### config.mk
export PLATFORM = sky130hd
export DESIGN_NAME = rom16_arbiter
export DESIGN_NICKNAME = d
export VERILOG_FILES = /design/src/rtl/rom16_arbiter.sv
export SDC_FILE = /design/constraint.sdc
export NUM_CORES = 1
export LEC_CHECK = 0
export BUFFER_PORTS_ARGS = -buffer_cell sky130_fd_sc_hd__buf_2
export CORE_AREA = 2 2 39 41
export CTS_CLUSTER_DIAMETER = 50
export DETAILED_ROUTE_END_ITERATION = 8
export DIE_AREA = 0 0 41 43
export SETUP_SLACK_MARGIN = 0.05
export SYNTH_ARGS = -nofsm -noshare
export SYNTH_HDL_FRONTEND = slang
export SYNTH_SLANG_ARGS = --single-unit
### constraint.sdc
create_clock -name CLK -period 1.5 [get_ports CLK]
set_input_delay 0.375 -clock CLK [delete_from_list [all_inputs] [get_ports CLK]]
set_output_delay 0.375 -clock CLK [all_outputs]
set_load 0.02 [all_outputs]
### src/rtl/rom16_arbiter.sv
// rom16_arbiter: four-way round-robin arbiter in front of one 16x1 ROM.
// Ports: CLK/RESETN, REQ/ADDR in, GNT out, VLD/VLD_ID/DO_R response, RDY.

module rom16 #(
  parameter logic [15:0] INIT = 16'h0
) (
  input  logic [3:0] a_i,
  output logic       do_o
);
  assign do_o = INIT[a_i];
endmodule

module rom16_arbiter #(
  parameter logic [15:0] INIT_0 = 16'h0
) (
  input  logic        CLK,
  input  logic        RESETN,
  input  logic [3:0]  REQ,
  input  logic [15:0] ADDR,
  output logic [3:0]  GNT,
  output logic        VLD,
  output logic [1:0]  VLD_ID,
  output logic        DO_R,
  input  logic        RDY
);

  logic [1:0] ptr_q, ptr_d;
  logic       vld_q, vld_d;
  logic [1:0] id_q, id_d;
  logic       do_q, do_d;

  logic       win_vld;
  logic [1:0] win;
  logic [1:0] idx;
  logic       acc;
  logic [3:0] rom_addr;
  logic       rom_bit;

  // First requester at or after the pointer wins; with no
  // requester the pointer's own slice addresses the ROM.
  always_comb begin
    win_vld = 1'b0;
    win     = ptr_q;
    idx     = ptr_q;
    for (int k = 0; k < 4; k++) begin
      idx = ptr_q + 2'(k);
      if (!win_vld && REQ[idx]) begin
        win_vld = 1'b1;
        win     = idx;
      end
    end
  end

  // RESETN gates acceptance so GNT is low during reset.
  assign acc      = RESETN && win_vld && (!vld_q || RDY);
  assign rom_addr = ADDR[{win, 2'b00} +: 4];
  assign GNT      = acc ? (4'b0001 << win) : 4'b0000;

  rom16 #(
    .INIT (INIT_0)
  ) u_rom (
    .a_i  (rom_addr),
    .do_o (rom_bit)
  );

  always_comb begin
    ptr_d = ptr_q;
    vld_d = vld_q;
    id_d  = id_q;
    do_d  = do_q;
    if (acc) begin
      vld_d = 1'b1;
      id_d  = win;
      do_d  = rom_bit;
      ptr_d = win + 2'd1;
    end else if (vld_q && RDY) begin
      vld_d = 1'b0;
    end
  end

  always_ff @(posedge CLK or negedge RESETN) begin
    if (!RESETN) begin
      ptr_q <= 2'd0;
      vld_q <= 1'b0;
      id_q  <= 2'd0;
      do_q  <= 1'b0;
    end else begin
      ptr_q <= ptr_d;
      vld_q <= vld_d;
      id_q  <= id_d;
      do_q  <= do_d;
    end
  end

  assign VLD    = vld_q;
  assign VLD_ID = id_q;
  assign DO_R   = do_q;

endmodule

==> results_dict.tcl, run 1 <==
set metrics [dict create \
    worst-path-buf-inv 2 \
    num_rows 14 \
    critPathMaxFanout 3 \
    netlist_top_cells_area "dfrtp_1 37%, o21ai_0 6.0%, nor2b_1 5.6%" \
    gp_congestion 0.685 \
    outcome "finished with violations" \
    grt_pass1_wl_um 1460 \
    dr.pass1.iters 4 \
    synth_ff_type "dfrtp_1" \
    port_buffers 13 \
    drc 0 \
    yosys_warnings 0 \
    p_per_area_mw_per_mm2 1420 \
    period_needed_ns 1.85 \
    drive_gt1_frac 0.732 \
    hp-class "in2async" \
    die_area_sq_mm 0.00176 \
    violations "setup timing" \
    wl_met1_um 372 \
    area_growth_pct 118 \
    cts_root_buf "clkbuf_4" \
    finalNetCount 95 \
    synth.avg_cell_area_sq_um 8.60 \
    worst-r2r-setup-slack_ns -0.25 \
    cp-endpoint "GNT[0]" \
    ys_async_sr_fraction 1.00 \
    path_class "reg2out" \
    io_pins 31 \
    dr.max_layer_used "met3" \
    reg2reg_depth 8 \
    switchingPower_mw 0.389 \
    antenna_found_initial 0 \
    slowest_stage "dfrtp_1" \
    wl_met3_um 49 \
    final_cell_area_sq_um 732 \
    cp_num_cells 6 \
    arrival_ns 1.48 \
    wl_per_cell_um 10.8 \
    synth-edff-count 0 \
    p_clk_frac 0.147 \
    required_ns 1.12 \
    netlist_area_sq_um 335 \
    clockBufferDepth 2 \
    rsz0062_at_grt "yes" \
    crit_path_start "ptr_q[0]" \
    ant_nets 0 \
    hpwl_um 635 \
    internal-power_mw 0.647 \
    grt_use_total 0.120 \
    core_sq_mm 0.00138 \
    ir_worst_vdd_v 0.000699 \
    cts_made_buffers 3 \
    path_cells "nor2b_4 -> a2bb2oi_2 -> o221a_4 -> buf_12 -> nor2_4 -> buf_6" \
    finalHoldViolations 0 \
    clk_pin_slew_ns 0.04 \
    wirelength_um 943 \
    ys_seq_elements 5 \
    fmax_mhz 540 \
    power_frac_comb 0.645 \
    r2r-end "ptr_q[1]" \
    worstReg2RegStart "ptr_q[0]" \
    seq_power_share 0.208 \
    route.met2.wl_um 522 \
    worst_slack_ns -0.352 \
    h-tree-depth 1 \
    p_leak_nw 0.342 \
    avgViaCountPerCell 4.37 \
    drv_slew 0 \
    skew_ns 0.00529 \
    ys_top_cells_by_count "5 x dfrtp_1, 4 x inv_1, 4 x nor2_1, 4 x o21ai_0" \
    synth_nets 62 \
    start_kind "flop" \
    post-place-ws_ns -0.269 \
    die_w_um 41 \
    place_area_sq_um 591 \
    drt_iter0_markers 4 \
    cts.sinks 5 \
    critical_path.top_delay_family "flip-flops" \
    slowest_delay_ns 0.40 \
    grt_max_degree 7 \
    maxCapViolCount 0 \
    hold_ws_ns 0.0408 \
    antennaDiodeCount 0 \
    placed_cells 78 \
    crit_path_end_kind "output pin" \
    ys_seq_area_frac 0.373 \
    setup_violations 5 \
    grt-ovfl-total 0 \
    finalNonFillerCells 87 \
    synth_cells 39 \
    vias 380 \
    grt_pass1_vias 394 \
    clkLatencyLatePin_ns 0.24 \
    synth_most_common_cell "dfrtp_1" \
    min_period_over_period 1.23 \
    yosys.area.top_type "dfrtp_1" \
    cts_tree "built" \
    ys_types 21 \
    n_fill_cell 128 \
    initial_core_util 0.242 \
    power_switching_share 0.376 \
    synth.top_cell.area_share 0.373 \
    die_h_um 43 \
]
## power by group through the flow
| stage | registers, mW | clock network [mW] | logic [mW] |
|---|---|---|---|
| after global placement | 0.217 | 0 | 0.488 |
| after global routing | 0.219 | 0.174 | 0.715 |
| after detailed placement | 0.218 | 0 | 0.488 |
| final | 0.216 | 0.152 | 0.668 |
| after CTS | 0.214 | 0.163 | 0.587 |
| after floorplan | 0.239 | 0 | 0.273 |
## cell type report
type	instances	area, sq um	area share
clock buffer	4	26.3	0.0359
tap	16	20.0	0.0274
inverter	4	15.0	0.0205
sequential	5	125	0.171
multi-input combinational	29	315	0.431
timing repair buffer	29	230	0.315
## routing by layer
| layer | track usage | vias to the layer above |
|---|---|---|
| met4 | 0.0800 | 0 |
| met3 | 0.0209 | 0 |
| li1 | - | 201 |
| met5 | 0 | - |
| met1 | 0.148 | 173 |
| met2 | 0.181 | 6 |
## per-stage QoR
step,power [mW],util,TNS [ns]
3_5_place_dp,0.706,0.427,-1.23
3_3_place_gp,0.704,0.427,-1.23
4_1_cts,0.963,0.489,-1.73
6_report,1.04,0.529,-1.60
2_1_floorplan,0.512,-,-0.0689
5_1_grt,1.11,0.529,-1.95
## layout by cell type, fill, tap and decap left out, drive strengths merged
cell type  netlist  final
clkbuf           0      4
or3              1      1
nand2b           1      1
dfrtp            5      5
nand4b           1      1
xor2             1      1
nor2             4      4
nor2b            3      3
inv              4      4
mux2             1      1
a2bb2oi          1      1
o41ai            1      1
nand2            4      4
nand3b           1      1
a21oi            1      1
nand3            1      1
o21ai            4      4
conb             1      1
o221a            1      1
o21a             2      2
buf              1     29
## state kept, by name (all words and copies together), names as in the netlist
name	count
VLD	1
VLD_ID	2
ptr_q	2
## kinds of logic after synthesis
kind of cell	Yosys count	share of synthesized area
flip-flops	5	0.373
XOR/XNOR	1	0.0261
AO/OA/AOI/OAI	10	0.205
other	1	0.0112
buffers and inverters	5	0.0672
multiplexers	1	0.0448
AND/OR/NAND/NOR	16	0.272
## worst min-delay path by stage
| stage | start | end | slack, ns |
|---|---|---|---|
| 3_5_place_dp | RESETN | ptr_q[1] | 0.30 |
| 3_3_place_gp | RESETN | VLD | 0.30 |
| 6_report | RESETN | ptr_q[1] | 0.04 |
| 4_1_cts | RESETN | ptr_q[1] | 0.03 |
| 2_1_floorplan | RESETN | VLD | 0.08 |
| 5_1_grt | RESETN | ptr_q[1] | 0.05 |
## timing repair
action                     4_1_cts  5_1_grt
gates resized for setup         11       10
pin swaps                        3        3
hold buffers                     0        0
setup endpoints to repair        5        7
buffers inserted                 3        2
(Power assumes the default switching activity.)
==> inputs of run 2 (changes only) <==
- BUFFER_PORTS_ARGS: -buffer_cell sky130_fd_sc_hd__buf_2 -> -buffer_cell sky130_fd_sc_hd__buf_4
==> run 2 against run 1 <==
Net effect:
- sequential cell count unchanged
- the flow still finishes with violations (setup timing)
- highest routed layer unchanged
- final cell count decreased by 1.1%
- combinational power is 3% lower
- cell area increased by 0.17%
==> results_dict.tcl, run 2 (synthesis gave the netlist of run 1 again) <==
set metrics [dict create \
    outcome "finished with violations" \
    violations "setup timing" \
    io_pins 31 \
    die_h_um 43 \
    hpwl_um 654 \
    hold_buffers 0 \
    worst-path-buf-inv 1 \
    avgViaCountPerCell 4.50 \
    setup_violations 6 \
    worst_slack_ns -0.353 \
    core_sq_mm 0.00138 \
    skew_ns 0.00116 \
    drc 0 \
    grt_max_degree 7 \
    grt_pass1_wl_um 1600 \
    path_class "reg2out" \
    antenna_found_initial 0 \
    slowest_stage "dfrtp_1" \
    drt_iter0_markers 1 \
    busiest_layer "met2" \
    met1_usage 0.164 \
    grt_use_total 0.136 \
    arrival_ns 1.48 \
    antennaDiodeCount 0 \
    finalHoldViolations 0 \
    cts_tree "built" \
    gp_congestion 0.689 \
    drive_gt1_frac 0.700 \
    slowest_delay_ns 0.42 \
    p_leak_nw 0.344 \
    place_area_sq_um 616 \
    final_common_cell "buf_4" \
    wirelength_um 944 \
    finalNetCount 94 \
    num_rows 14 \
    period_needed_ns 1.85 \
    port_buffers 13 \
    rsz0062_at_grt "yes" \
    hp-class "in2async" \
    ir_worst_vdd_v 0.000640 \
    dr.pass1.iters 2 \
    globalRouteMet3Util 0.0314 \
    placed_cells 77 \
    fmax_mhz 540 \
    final_cell_mix "23 x buf_4, 5 x dfrtp_1, 4 x nor2_4, 4 x buf_6" \
    ant_nets 0 \
    clockBufferDepth 2 \
    worst-r2r-setup-slack_ns -0.18 \
    h-tree-depth 1 \
    die_w_um 41 \
    p_per_area_mw_per_mm2 1390 \
    die_area_sq_mm 0.00176 \
    hold_ws_ns 0.0319 \
    initial_core_util 0.242 \
    area_growth_pct 119 \
    cts_root_buf "clkbuf_4" \
    global_route.usage.met2 0.209 \
    n_fill_cell 145 \
    post-place-ws_ns -0.262 \
    cts.sinks 5 \
    drv_slew 0 \
    start_kind "flop" \
    critical_path.top_delay_family "simple AND/OR/NAND/NOR gates" \
    path_cells "or3_4 -> nand4b_4 -> nand3_4 -> nor2_4 -> buf_6" \
    cts_made_buffers 3 \
    final_cell_area_sq_um 733 \
    wl_per_cell_um 11.0 \
    grt-ovfl-total 0 \
    final_core_util 0.530 \
    vias 387 \
    grt_pass1_vias 391 \
    clkLatencyLatePin_ns 0.24 \
    regArea_sq_um 125 \
    min_period_over_period 1.24 \
    clk_pin_slew_ns 0.04 \
    multiInputGateArea_sq_um 309 \
    finalNonFillerCells 86 \
    required_ns 1.12 \
    maxCapViolCount 0 \
    critPathMaxFanout 5 \
    crit_path_end_kind "output pin" \
]
[run 2: final timing paths]
path | from | endpoint | cells past startpoint
max in group asynchronous | RESETN | ptr_q[1] | 2
hold reg to reg | VLD_ID[1] | VLD_ID[1] | 1
min in group CLK | RDY | VLD | 2
hold / removal | RESETN | VLD_ID[0] | 2
setup reg to reg | ptr_q[0] | ptr_q[1] | 7
setup / recovery | ptr_q[1] | GNT[0] | 5
[run 2: repair_timing]
action                     CTS  global route
resized for setup            8             3
setup buffers                3             3
pin swaps                    1             4
setup endpoints to repair    5             6
[run 2: cell type report]
class | instances | share of cell area
clock buffer | 4 | 0.0358
inverter | 4 | 0.0205
multi-input combinational | 29 | 0.422
sequential | 5 | 0.171
tap | 16 | 0.0273
timing repair buffer | 28 | 0.324
[run 2: power breakdown]
group          switching, mW  internal [mW]  leakage, nW
Combinational          0.288          0.361        0.272
Clock                 0.0506          0.100       0.0150
Sequential            0.0424          0.178       0.0569
[run 2: per-stage QoR]
step	TNS, ns	power (mW)
floorplan	-0.0689	0.512
global placement	-1.17	0.725
detailed placement	-1.19	0.732
CTS	-1.59	0.957
global route	-2.02	1.09
finish	-1.66	1.02
[run 2: layer usage]
layer / share of wire / routed length, um / vias up
met5: 0 / 0 / -
met4: 0 / 0 / 0
met3: 0.040 / 38 / 0
met2: 0.56 / 526 / 6
met1: 0.40 / 379 / 186
li1: - / - / 195
==> inputs of run 3 (changes only) <==
- ABC_AREA: not set -> 1
- CORE_AREA: 2 2 39 41 -> not set
- CORE_UTILIZATION: not set -> 40
- DIE_AREA: 0 0 41 43 -> not set
- PLACE_DENSITY: not set -> 0.73
==> run 3 against run 2 <==
Net effect:
- the flow still finishes with violations (setup timing)
- routed wire length grew to 3.1 times the previous value
- clock power is 27% higher
- die area is 6.5% higher
- register-to-register slack worse by 0.24 ns
- global-route usage is 16 points higher
- setup slack worse by 0.59 ns
- combinational power grew to 4.5 times the previous value
==> results_dict.tcl, run 3 <==
set metrics [dict create \
    clkLatencyLatePin_ns 0.27 \
    slowest_stage "dfrtp_2" \
    finalNetCount 182 \
    synth-edff-count 0 \
    p_per_area_mw_per_mm2 2920 \
    reg2reg_depth 13 \
    min_period_over_period 1.63 \
    port_buffers 13 \
    wirelength_um 2910 \
    ir_worst_vdd_v 0.00175 \
    synth_compound_area_frac 0.0183 \
    n_fill_cell 109 \
    period_needed_ns 2.44 \
    worst_slack_ns -0.939 \
    start_kind "flop" \
    final_cell_area_sq_mm 0.00117 \
    synthMuxAreaShare 0 \
    crit_path_end_kind "output pin" \
    wl_per_cell_um 16.7 \
    netlist_area_sq_um 683 \
    arrival_ns 2.06 \
    cts_root_buf "clkbuf_4" \
    drive_gt1_frac 0.627 \
    drt_iter0_markers 51 \
    num_rows 14 \
    finalHoldViolations 0 \
    critPathMaxFanout 8 \
    skew_ns 0.00404 \
    worst-path-buf-inv 3 \
    antennaDiodeCount 0 \
    synthXorXnorAreaFrac 0 \
    synth_most_common_cell "nand2_1" \
    h-tree-depth 1 \
    rsz0062_at_grt "yes" \
    violations "setup timing" \
    place_area_sq_um 900 \
    gp_congestion 0.899 \
    final_core_util 0.754 \
    path_class "reg2out" \
    yosys_warnings 0 \
    cts_made_buffers 3 \
    p_leak_nw 0.641 \
    netlist_top_cells_area "nand2_1 31%, dfrtp_1 18%, nand3_1 10%" \
    setup_violations 9 \
    hold_buffers 0 \
    grt_use_total 0.292 \
    ys_async_sr_fraction 1.00 \
    ys_seq_elements 5 \
    ys_top_cells_by_count "56 x nand2_1, 14 x nand3_1, 10 x inv_1" \
    ys_types 20 \
    cp_num_cells 12 \
    grt_pass1_wl_um 3880 \
    fin_total_pwr_mw 3.43 \
    ant_nets 0 \
    dr.pass1.iters 4 \
    die_area_sq_mm 0.00188 \
    die_h_um 43.3 \
    vias 1003 \
    io_pins 31 \
    globalRouteMet3Util 0.0426 \
    synth-simple-area-share 0.658 \
    global_route.usage.met2 0.515 \
    yosys.area_share.adder 0 \
    hp-class "in2async" \
    die_w_um 43.3 \
    hpwl_um 1350 \
    core_sq_mm 0.00156 \
    final_common_cell "nand2_1" \
    critPathMostFrequentCell "nand2_2" \
    cts.sinks 5 \
    maxCapViolCount 0 \
    clockBufferDepth 2 \
    area_growth_pct 72.0 \
    grt_pass1_vias 848 \
    avgViaCountPerCell 5.76 \
    synth_nets 141 \
    synth_cells 118 \
    slowest_delay_ns 0.45 \
    hold_ws_ns 0.0128 \
    ys_seq_area_frac 0.183 \
    initial_core_util 0.438 \
    met1_usage 0.335 \
    path_cells "buf_6 -> nand2_2 -> nand2_2 -> nand2_1 -> nand2_4 -> nand4_4 -> nand2_2 -> nand2_2 -> nor2_4 -> inv_2 -> nor2_2 -> buf_6" \
    synth.avg_cell_area_sq_um 5.79 \
    synth_top_family_by_area "simple AND/OR/NAND/NOR gates" \
    clk_pin_slew_ns 0.06 \
    antenna_found_initial 0 \
    synth.top_cell.area_share 0.308 \
    yosys.area.top_type "nand2_1" \
    cts_tree "built" \
    drv_slew 0 \
    grt_max_degree 9 \
    outcome "finished with violations" \
    critical_path.top_delay_family "simple AND/OR/NAND/NOR gates" \
    busiest_layer "met2" \
    required_ns 1.12 \
    drc 0 \
    grt-ovfl-total 0 \
    final_cell_mix "32 x nand2_1, 31 x buf_4, 25 x nand2_2" \
    synth_ff_type "dfrtp_1" \
    fmax_mhz 410 \
]
==> run 3: cell types whose count changed after synthesis, sizes merged, moves of 2 or more <==
cell | before | now
nand2 | 4 | 64
nand3 | 1 | 18
inv | 4 | 14
o21ai | 4 | 0
buf | 1 | 4
nand4 | 0 | 3
nor2b | 3 | 0
nor2 | 4 | 6
==> run 3: metrics by stage <==
step | setup slack, ns | setup TNS (ns) | cells
2_1_floorplan | -0.352 | -1.33 | 118
3_3_place_gp | -0.531 | -2.84 | 157
3_5_place_dp | -0.588 | -2.96 | 157
4_1_cts | -0.749 | -3.83 | 170
5_1_grt | -1.00 | -6.07 | 174
6_report | -0.939 | -5.45 | 174
==> run 3: cells by family (layout without fill, tap and decap cells) <==
logic type,after synthesis,after routing
compound gates,2,2
simple gates,91,91
flops,5,5
other cells,1,1
buf+inv,19,59
==> run 3: power breakdown <==
part | internal [mW] | switching [mW]
sequential | 0.208 | 0.103
clock | 0.103 | 0.0892
combinational | 1.21 | 1.72
total | 1.52 | 1.91
==> run 3: worst paths after layout <==
check / slack, ns / from / endpoint
worst max-delay path: -0.94 / ptr_q[0] / GNT[0]
worst min-delay path: 0.01 / RESETN / VLD
worst max register to register: -0.42 / ptr_q[0] / VLD_ID[1]
worst min register to register: 0.49 / VLD_ID[1] / VLD_ID[1]
max in group asynchronous: 1.36 / RESETN / ptr_q[0]
min in group CLK: 0.42 / RDY / VLD
==> run 3: repair_timing <==
action | CTS | global route
cloned | 1 | 0
endpoints found under the setup margin | 9 | 9
pin swaps | 17 | 16
hold endpoints to repair | 0 | 0
gates resized for setup | 26 | 17
buffers inserted | 8 | 4
==> run 3: final cells by class <==
class / instances / area, sq um / share of cell area
Multi-Input combinational cell: 94 / 607 / 0.517
Timing Repair Buffer: 39 / 323 / 0.275
Sequential cell: 5 / 128 / 0.109
Inverter: 15 / 63.8 / 0.0543
Clock buffer: 4 / 26.3 / 0.0224
Tap cell: 16 / 20.0 / 0.0170
Timing Repair inverter: 1 / 7.51 / 0.00639
==> run 3: worst register-to-register path: cells and delay by family, from the launching register on <==
family	cells	cell delay, ns
and+or+nand+nor	9	0.80
buffers and inverters	4	0.54
DFF	1	0.45
==> run 3: layer usage <==
metal  share of wire  wire, um
met3           0.079       231
met5               0         0
met2            0.47      1370
met4           0.076       221
met1            0.37      1090
